<file path="src/rtl/multicycle_ctrl.sv">
// -----------------------------------------------------------------------------
// multicycle_ctrl
//   Main control FSM for a multi-cycle RV32I datapath. Every instruction is
//   walked through FETCH, DECODE and the execute/memory/writeback states it
//   needs. From the current state this block drives the datapath mux selects,
//   the write enables and the 3-bit ALU operation select.
//
//   Ports
//     clk            clock, rising-edge active
//     rst            asynchronous active-high reset (state -> FETCH)
//     instr_i[31:0]  instruction register contents
//     zero_i         ALU zero flag, used for beq/bne resolution
//     pc_write_o     PC write enable
//     adr_src_o      memory address select: 0 PC, 1 ALUOut
//     mem_write_o    data memory write enable
//     ir_write_o     instruction register / old-PC write enable
//     reg_write_o    register file write enable
//     result_src_o   00 ALUOut, 01 memory data, 10 ALU result
//     alu_src_a_o    00 PC, 01 old PC, 10 rs1
//     alu_src_b_o    00 rs2, 01 immediate, 10 constant 4
//     imm_src_o      00 I, 01 S, 10 B, 11 J
//     alu_control_o  000 ADD, 001 SUB, 010 AND, 011 OR, 100 XOR, 101 SLT, 110 SRL
//     illegal_o      high while trapped in ERROR
// -----------------------------------------------------------------------------
module multicycle_ctrl (
    input  logic        clk,
    input  logic        rst,
    input  logic [31:0] instr_i,
    input  logic        zero_i,
    output logic        pc_write_o,
    output logic        adr_src_o,
    output logic        mem_write_o,
    output logic        ir_write_o,
    output logic        reg_write_o,
    output logic [1:0]  result_src_o,
    output logic [1:0]  alu_src_a_o,
    output logic [1:0]  alu_src_b_o,
    output logic [1:0]  imm_src_o,
    output logic [2:0]  alu_control_o,
    output logic        illegal_o
);

    typedef enum logic [3:0] {
        S_FETCH, S_DECODE, S_MEMADR, S_MEMREAD, S_MEMWB, S_MEMWRITE,
        S_EXECR, S_EXECI, S_ALUWB, S_BRANCH, S_JAL, S_ERROR
    } state_t;

    localparam logic [6:0] OP_LW  = 7'b0000011;
    localparam logic [6:0] OP_SW  = 7'b0100011;
    localparam logic [6:0] OP_R   = 7'b0110011;
    localparam logic [6:0] OP_I   = 7'b0010011;
    localparam logic [6:0] OP_BR  = 7'b1100011;
    localparam logic [6:0] OP_JAL = 7'b1101111;

    localparam logic [2:0] ALU_ADD = 3'b000;
    localparam logic [2:0] ALU_SUB = 3'b001;
    localparam logic [2:0] ALU_AND = 3'b010;
    localparam logic [2:0] ALU_OR  = 3'b011;
    localparam logic [2:0] ALU_XOR = 3'b100;
    localparam logic [2:0] ALU_SLT = 3'b101;
    localparam logic [2:0] ALU_SRL = 3'b110;

    state_t state_q, state_d;

    logic [6:0] opcode;
    logic [2:0] funct3;
    logic       funct7b5;
    logic [3:0] dec_r;   // {supported, op} for R-type
    logic [3:0] dec_i;   // {supported, op} for I-type
    logic       pc_write_raw, mem_write_raw, ir_write_raw, reg_write_raw;
    logic       unused_instr;

    assign opcode   = instr_i[6:0];
    assign funct3   = instr_i[14:12];
    assign funct7b5 = instr_i[30];

    // Register numbers and immediates are consumed by the datapath, not here.
    assign unused_instr = ^{instr_i[31], instr_i[29:15], instr_i[11:7]};

    // Returns {supported, alu_op}. funct7[5] selects SUB only for R-type, so
    // addi is always ADD; the shift encodings the ALU lacks are unsupported.
    function automatic logic [3:0] alu_decode(input logic [2:0] f3,
                                              input logic       f7b5,
                                              input logic       is_r);
        logic [3:0] res;
        res = {1'b0, ALU_ADD};
        case (f3)
            3'b000:  res = {1'b1, (is_r && f7b5) ? ALU_SUB : ALU_ADD};
            3'b111:  res = {1'b1, ALU_AND};
            3'b110:  res = {1'b1, ALU_OR};
            3'b100:  res = {1'b1, ALU_XOR};
            3'b010:  res = {1'b1, ALU_SLT};
            3'b101:  res = f7b5 ? {1'b0, ALU_ADD} : {1'b1, ALU_SRL};
            default: res = {1'b0, ALU_ADD};
        endcase
        return res;
    endfunction

    assign dec_r = alu_decode(funct3, funct7b5, 1'b1);
    assign dec_i = alu_decode(funct3, funct7b5, 1'b0);

    always_comb begin
        state_d = state_q;
        case (state_q)
            S_FETCH:  state_d = S_DECODE;
            S_DECODE: begin
                case (opcode)
                    OP_LW, OP_SW: state_d = S_MEMADR;
                    OP_R:         state_d = S_EXECR;
                    OP_I:         state_d = S_EXECI;
                    OP_BR:        state_d = (funct3[2:1] == 2'b00) ? S_BRANCH : S_ERROR;
                    OP_JAL:       state_d = S_JAL;
                    default:      state_d = S_ERROR;
                endcase
            end
            S_MEMADR:   state_d = (opcode == OP_LW) ? S_MEMREAD : S_MEMWRITE;
            S_MEMREAD:  state_d = S_MEMWB;
            S_MEMWB:    state_d = S_FETCH;
            S_MEMWRITE: state_d = S_FETCH;
            S_EXECR:    state_d = dec_r[3] ? S_ALUWB : S_ERROR;
            S_EXECI:    state_d = dec_i[3] ? S_ALUWB : S_ERROR;
            S_ALUWB:    state_d = S_FETCH;
            S_BRANCH:   state_d = S_FETCH;
            S_JAL:      state_d = S_ALUWB;
            S_ERROR:    state_d = S_ERROR;
            default:    state_d = S_FETCH;
        endcase
    end

    always_ff @(posedge clk or posedge rst) begin
        if (rst) state_q <= S_FETCH;
        else     state_q <= state_d;
    end

    // Moore decode; only the ALU op in EXECUTE and the branch PC write look
    // at live inputs.
    always_comb begin
        pc_write_raw  = 1'b0;
        mem_write_raw = 1'b0;
        ir_write_raw  = 1'b0;
        reg_write_raw = 1'b0;
        adr_src_o     = 1'b0;
        result_src_o  = 2'b00;
        alu_src_a_o   = 2'b00;
        alu_src_b_o   = 2'b00;
        alu_control_o = ALU_ADD;
        illegal_o     = 1'b0;
        case (state_q)
            S_FETCH: begin
                ir_write_raw = 1'b1;
                pc_write_raw = 1'b1;
                alu_src_b_o  = 2'b10;
                result_src_o = 2'b10;
            end
            S_DECODE: begin
                alu_src_a_o = 2'b01;
                alu_src_b_o = 2'b01;
            end
            S_MEMADR: begin
                alu_src_a_o = 2'b10;
                alu_src_b_o = 2'b01;
            end
            S_MEMREAD:  adr_src_o = 1'b1;
            S_MEMWB: begin
                result_src_o  = 2'b01;
                reg_write_raw = 1'b1;
            end
            S_MEMWRITE: begin
                adr_src_o     = 1'b1;
                mem_write_raw = 1'b1;
            end
            S_EXECR: begin
                alu_src_a_o   = 2'b10;
                alu_control_o = dec_r[2:0];
            end
            S_EXECI: begin
                alu_src_a_o   = 2'b10;
                alu_src_b_o   = 2'b01;
                alu_control_o = dec_i[2:0];
            end
            S_ALUWB:    reg_write_raw = 1'b1;
            S_BRANCH: begin
                alu_src_a_o   = 2'b10;
                alu_control_o = ALU_SUB;
                // funct3[0] distinguishes bne (take on non-zero) from beq.
                pc_write_raw  = funct3[0] ? ~zero_i : zero_i;
            end
            S_JAL: begin
                alu_src_a_o  = 2'b01;
                alu_src_b_o  = 2'b10;
                pc_write_raw = 1'b1;
            end
            S_ERROR:    illegal_o = 1'b1;
            default:    illegal_o = 1'b0;
        endcase
    end

    always_comb begin
        case (opcode)
            OP_SW:   imm_src_o = 2'b01;
            OP_BR:   imm_src_o = 2'b10;
            OP_JAL:  imm_src_o = 2'b11;
            default: imm_src_o = 2'b00;
        endcase
    end

    // The state already reads FETCH during reset; the enables are masked so
    // nothing is written until rst has been released.
    assign pc_write_o  = pc_write_raw  & ~rst;
    assign mem_write_o = mem_write_raw & ~rst;
    assign ir_write_o  = ir_write_raw  & ~rst;
    assign reg_write_o = reg_write_raw & ~rst;

endmodule

</file>
<file path="config.mk">
export PLATFORM = sky130hd
export DESIGN_NAME = multicycle_ctrl
export DESIGN_NICKNAME = d
export VERILOG_FILES = /design/src/rtl/multicycle_ctrl.sv
export SDC_FILE = /design/constraint.sdc
export NUM_CORES = 1
export LEC_CHECK = 0
export BUFFER_PORTS_ARGS = -buffer_cell sky130_fd_sc_hd__buf_2
export CAP_MARGIN = 20
export CORE_MARGIN = 2
export CORE_UTILIZATION = 37
export DETAILED_ROUTE_END_ITERATION = 10
export PLACE_DENSITY = 0.87
export RECOVER_POWER = 100
export SLEW_MARGIN = 10
export SYNTH_ARGS = -nofsm -noshare
export SYNTH_HDL_FRONTEND = slang
export SYNTH_SLANG_ARGS = --single-unit
</file>
<file path="constraint.sdc">
create_clock -name clk -period 1.8 [get_ports clk]
set_clock_uncertainty 0.15 [all_clocks]
set_input_delay 0.09 -clock clk [delete_from_list [all_inputs] [get_ports clk]]
set_output_delay 0.09 -clock clk [all_outputs]
set_load 0.005 [all_outputs]
</file>
# --- After elaboration in Yosys (flattened, before gate mapping) ---
# Cells that the tools add are included.
classes:
  n_bitwise: 6
  order_cmp: 0
  addsub: 0
  multipliers: 0
  shifts: 0
  reduce_logical: 10
  div: 0
  muxes: 22
  n_eq_ne: 22
ops:
  columns: ["operator", "n"]
  rows:
  - ["one-hot mux 4 bit (6 select lines)", 2]
  - ["one-hot mux 4 bit (8 select lines)", 1]
  - ["one-hot mux 4 bit (5 select lines)", 1]
  - ["== test 4 x 3 -> 1 bit, second input constant", 4]
  - ["== test 4 bit, second input constant", 4]
  - ["== test 7 x 6 -> 1 bit, second input constant", 2]
  - ["== test 7 bit, second input constant", 2]
  - ["== test 3 bit, second input constant", 4]
  - ["one-hot mux 2 bit (2 select lines)", 3]
  - ["OR reduction 2 bit", 5]
  - ["one-hot mux 3 bit (3 select lines)", 1]
  - ["== test 4 x 2 -> 1 bit, second input constant", 2]
  - ["== test 7 x 2 -> 1 bit, second input constant", 1]
  - ["== test 7 x 5 -> 1 bit, second input constant", 1]
  - ["two-way mux 1 bit", 7]
  - ["two-way mux 2 bit", 3]
  - ["one-hot mux 2 bit (3 select lines)", 1]
  - ["AND 1 bit", 4]
  - ["== test 4 x 1 -> 1 bit, second input constant", 1]
  - ["logical NOT 4 bit", 1]
  - ["two-way mux 4 bit", 1]
  - ["OR reduction 4 bit", 1]
  - ["== test 3 x 2 -> 1 bit, second input constant", 1]
  - ["logical NOT 3 bit", 1]
  - ["other kinds (5)", 6]
totals:
  wordCells: 61
  mem_count: 0
  out_inout_bits: 17
  ram_bits: 0
  regBits: 4
  input_bits: 35
  romBits: 0
  latchBits: 0

# --- Longest topological paths before layout ---
depth:
  depth_word: 4
  ltp_mapped: 5
  depth_no_buf: 4

# --- Worst setup path before layout ---
# OpenSTA, ideal clock, no wires.
synth_path:
  path_kind: "flip-flop to output port"
  start: "register state_q[0]"
  end: "output port pc_write_o"
  setup_slack_ps: 358
  t_required_ps: 1560
  path_stages_with_launch: 5
  path_buffers: 2
  arrival_ps: 1202
  path_cell_list: "dfrtp_1 buf_6 or2_1 buf_6 a2111oi_2"
synth_between:
  elab_chain_len: 4
  elab_cells_between_ends: 6
  cone_classes: "eq/ne: 2; mux: 1; bitwise: 1; reduce/logical: 2"
synth_lines:
  columns: ["item", "line_no", "source"]
  rows:
  - ["start: declaration", "63", "state_t state_q, state_d;"]
  - ["start signal: assignment", "132", "else state_q <= state_d;"]
  - ["== test 4 bit or logical NOT 4 bit (tied branches)", "148", "case (state_q)"]
  - ["OR reduction 2 bit (no line)", null, null]
  - ["one-hot mux 1 bit (2 select lines) (*)", "148", null]
  - ["AND 1 bit (*)", "209", "assign pc_write_o = pc_write_raw & ~rst;"]
  - ["end: declaration", "30", "output logic pc_write_o,"]
# Every way passes the cells marked *; elsewhere a longest branch is shown, timed or not.

# --- Worst setup path in the final report ---
layout_path:
  start: "register state_q[1]"
  end: "output port alu_control_o[0]"
layout_between:
  elab_chain_len: 2
  elab_cells_between_ends: 4
  cone_classes: "eq/ne: 3; mux: 1"
layout_lines:
  columns: ["item", "line_no", "source"]
  rows:
  - ["== test 4 bit or == test 4 x 3 -> 1 bit (tied branches)", "148", null]
  - ["one-hot mux 3 bit (3 select lines) (*)", "148", null]
  - ["end: declaration", "39", "output logic [2:0] alu_control_o,"]
# Marked as above.

==> flow_summary_export.csv <==
group,metric,value,unit
run_status,outcome,"finished clean",
logic_synthesis,ys_ff_latch,4,
detailed_routing,first_iter_violations,16,
placement,io_buffers,30,
floorplanning,initial_core_util,39.8,%
floorplanning,die_w,44.2,um
cts,h-tree-depth,1,
timing,report.final.setup_viol,0,
cells_and_area,regMostFlops,"state_q",
cts,root_buffer,"clkbuf_4",
cts,cts_tree,"yes",
cells_and_area,stdcell_count,147,
floorplanning,die_area,1960,um^2
setup_path,crit_fanout,8,
timing,fin_crit,1.76,ns
setup_path,cp.arrival,1.52,ns
placement,dp.cells,134,
timing,fin_crit_sh,97.6,%
timing,hold_viol_final,0,
setup_path,startpoint_type,"flip-flop",
cells_and_area,diodes,0,
timing,worst_pin_slew,0.347,ns
timing,relSlewSlack,76.7,%
logic_synthesis,ys.warnings.count,0,
logic_synthesis,avgSynthCellArea,6.81,um^2
global_route,grt_use_total,20.4,%
power,power_density,1480,nW/um^2
cts,cts_buffers,3,
cells_and_area,fillers,137,
setup_path,worstSetupPathType,"flip-flop to output port",
floorplanning,io_pins,52,
detailed_routing,routedWlPerCell,13.2,um
power,peakVddDrop,815,uV
cells_and_area,area_growth,52.2,%
logic_synthesis,synthesis.instances,88,
timing,rsz0062_at_grt,"true",
cts,clk_latency,0.24,ns
cells_and_area,final_common_cell,"buf_2",
timing,clock.fmax,0.569,GHz
cells_and_area,largest_register_ffs,4,
detailed_routing,ant_nets,0,
detailed_routing,viasPerCell,5.69,
power,p_leak,0.456,nW
cells_and_area,seq_area,105,um^2
global_route,grt_pass1_vias,713,
floorplanning,rows,14,
logic_synthesis,ys_types,34,
cts,clkTransAtPathRegs,0.04,ns
detailed_routing,vias,837,
cts,cts_sinks,4,
global_route,grt_pass1_wl,3020,um
detailed_routing,drc,0,
detailed_routing,dr.pass1.iters,4,
logic_synthesis,mappedNetlistArea,599,um^2
timing,drv_slew,0,
floorplanning,die_h,44.2,um
logic_synthesis,yosysSeqAreaShare,16.7,%
cells_and_area,drive_gt1_share,44.3,%
placement,routabilityCongestion,0.884,
cells_and_area,reg.largest.list,"state_q (4)",
cells_and_area,multiInputGateArea,485,um^2
setup_path,required,1.56,ns
cts,clockBufferDepth,2,
run,maxCapViolations,0,
floorplanning,coreArea,1510,um^2
power,finalPower,1.35,mW
global_route,grt_max_degree,12,
detailed_routing,drt-total-wl,1940,um
global_route,antenna_found_initial,0,
cells_and_area,layout_common_cells,"buf_2, nor2_1, buf_4",
worst_hold_path,hold_path.class,"input pin to flip-flop",
global_route,overflow,0,
placement,dp_hpwl,1380,um
logic_synthesis,syn_nets,123,
cells_and_area,final_nets,168,
setup_path,cp-end-kind,"output port",
## stage by stage
stage | setup WS [ns] | hold WS, ns | TNS (ns) | utilization, % | instance area [um^2]
after floorplan | 0.358 | -0.294 | 0 | - | 599
after global placement | 0.206 | -0.129 | 0 | 50.9 | 767
after detailed placement | 0.158 | -0.120 | 0 | 50.9 | 767
after CTS | 0.0115 | 0.0227 | 0 | 55.1 | 831
after global routing | -0.0323 | 0.0411 | -0.0573 | 60.5 | 912
final | 0.0426 | 0.0325 | 0 | 60.5 | 912
## layer usage
metal | vias up | GRT usage (%) | part of all wire [%]
met3 | 8 | 4.90 | 5.7
met5 | - | 0 | 0
li1 | 405 | - | -
met2 | 33 | 34.7 | 50
met4 | 0 | 10.3 | 2.8
met1 | 391 | 23.6 | 41
## cell usage after synthesis
| cell type | count | area [um^2] |
|---|---|---|
| or2_0 | 1 | 6.26 |
| nand2b_1 | 4 | 25.0 |
| a2111oi_2 | 1 | 15.0 |
| o211ai_1 | 1 | 7.51 |
| xnor2_1 | 2 | 17.5 |
| nand4b_1 | 1 | 8.76 |
| nand4bb_1 | 1 | 11.3 |
| and3_1 | 1 | 6.26 |
| o22a_1 | 1 | 8.76 |
| or3_1 | 1 | 6.26 |
| nor3_1 | 6 | 30.0 |
| nor3b_1 | 1 | 7.51 |
| a22oi_1 | 1 | 7.51 |
| buf_2 | 2 | 10.0 |
| nor4_1 | 1 | 6.26 |
| a31oi_1 | 1 | 6.26 |
| nor2_1 | 14 | 52.6 |
| nor4bb_1 | 1 | 10.0 |
| nand3b_1 | 1 | 7.51 |
| nand2_1 | 7 | 26.3 |
| or2_1 | 1 | 6.26 |
| nand3_1 | 2 | 10.0 |
| a211o_1 | 2 | 17.5 |
| dfrtp_1 | 4 | 100 |
| inv_1 | 4 | 15.0 |
| buf_6 | 2 | 22.5 |
| a21oi_1 | 10 | 50.1 |
| xor2_1 | 3 | 26.3 |
| a211oi_1 | 2 | 15.0 |
| o21ai_0 | 1 | 5.00 |
| buf_4 | 2 | 15.0 |
| nor2b_1 | 4 | 25.0 |
| nand4_1 | 1 | 6.26 |
| o41ai_1 | 1 | 8.76 |
## critical path, stage by stage (launching register included)
cell and delay [ns]:
dfrtp_2 0.46, buf_4 0.18, nand2b_4 0.15, nor2_2 0.15, nand2_1 0.10, o41ai_1 0.07, buf_2 0.17
## final timing paths
kind                             from          endpoint  slack [ns]  cells after the start
setup / recovery           state_q[1]  alu_control_o[0]        0.04                      6
hold / removal             instr_i[4]        state_q[2]        0.03                      3
setup reg to reg           state_q[3]        state_q[0]        0.08                      6
hold reg to reg            state_q[2]        state_q[2]        0.55                      3
max in group asynchronous         rst        state_q[3]        1.11                      3
min in group asynchronous         rst        state_q[0]        0.22                      3
## final cells by class
type / instances / share of cell area (%)
Multi-Input combinational cell: 74 / 53.2
Timing Repair Buffer: 46 / 28.9
Sequential cell: 4 / 11.5
Clock buffer: 3 / 2.47
Tap cell: 16 / 2.19
Inverter: 4 / 1.65
## cell families after synthesis
logic type                after synthesis  synth area share [%]
and+or+nand+nor                        48                  42.0
AOI/OAI and AO/OA                      21                  23.6
buffers and inverters                  10                  10.4
xor gates and xnor gates                5                  7.31
DFF                                     4                  16.7
## timing repair
action / CTS / global route
gates resized for setup: 6 / 7
hold buffers: 1 / 0
pin swaps: 1 / 2
setup endpoints to repair: 3 / 5
buffers inserted: 2 / 7
endpoints found under the hold margin: 4 / 0
## power by group
group	switching, mW	internal (mW)	total [mW]
Sequential	0.0796	0.140	0.220
Clock	0.0387	0.0747	0.113
Combinational	0.502	0.511	1.01
Total	0.620	0.726	1.35
(Power assumes the default switching activity.)
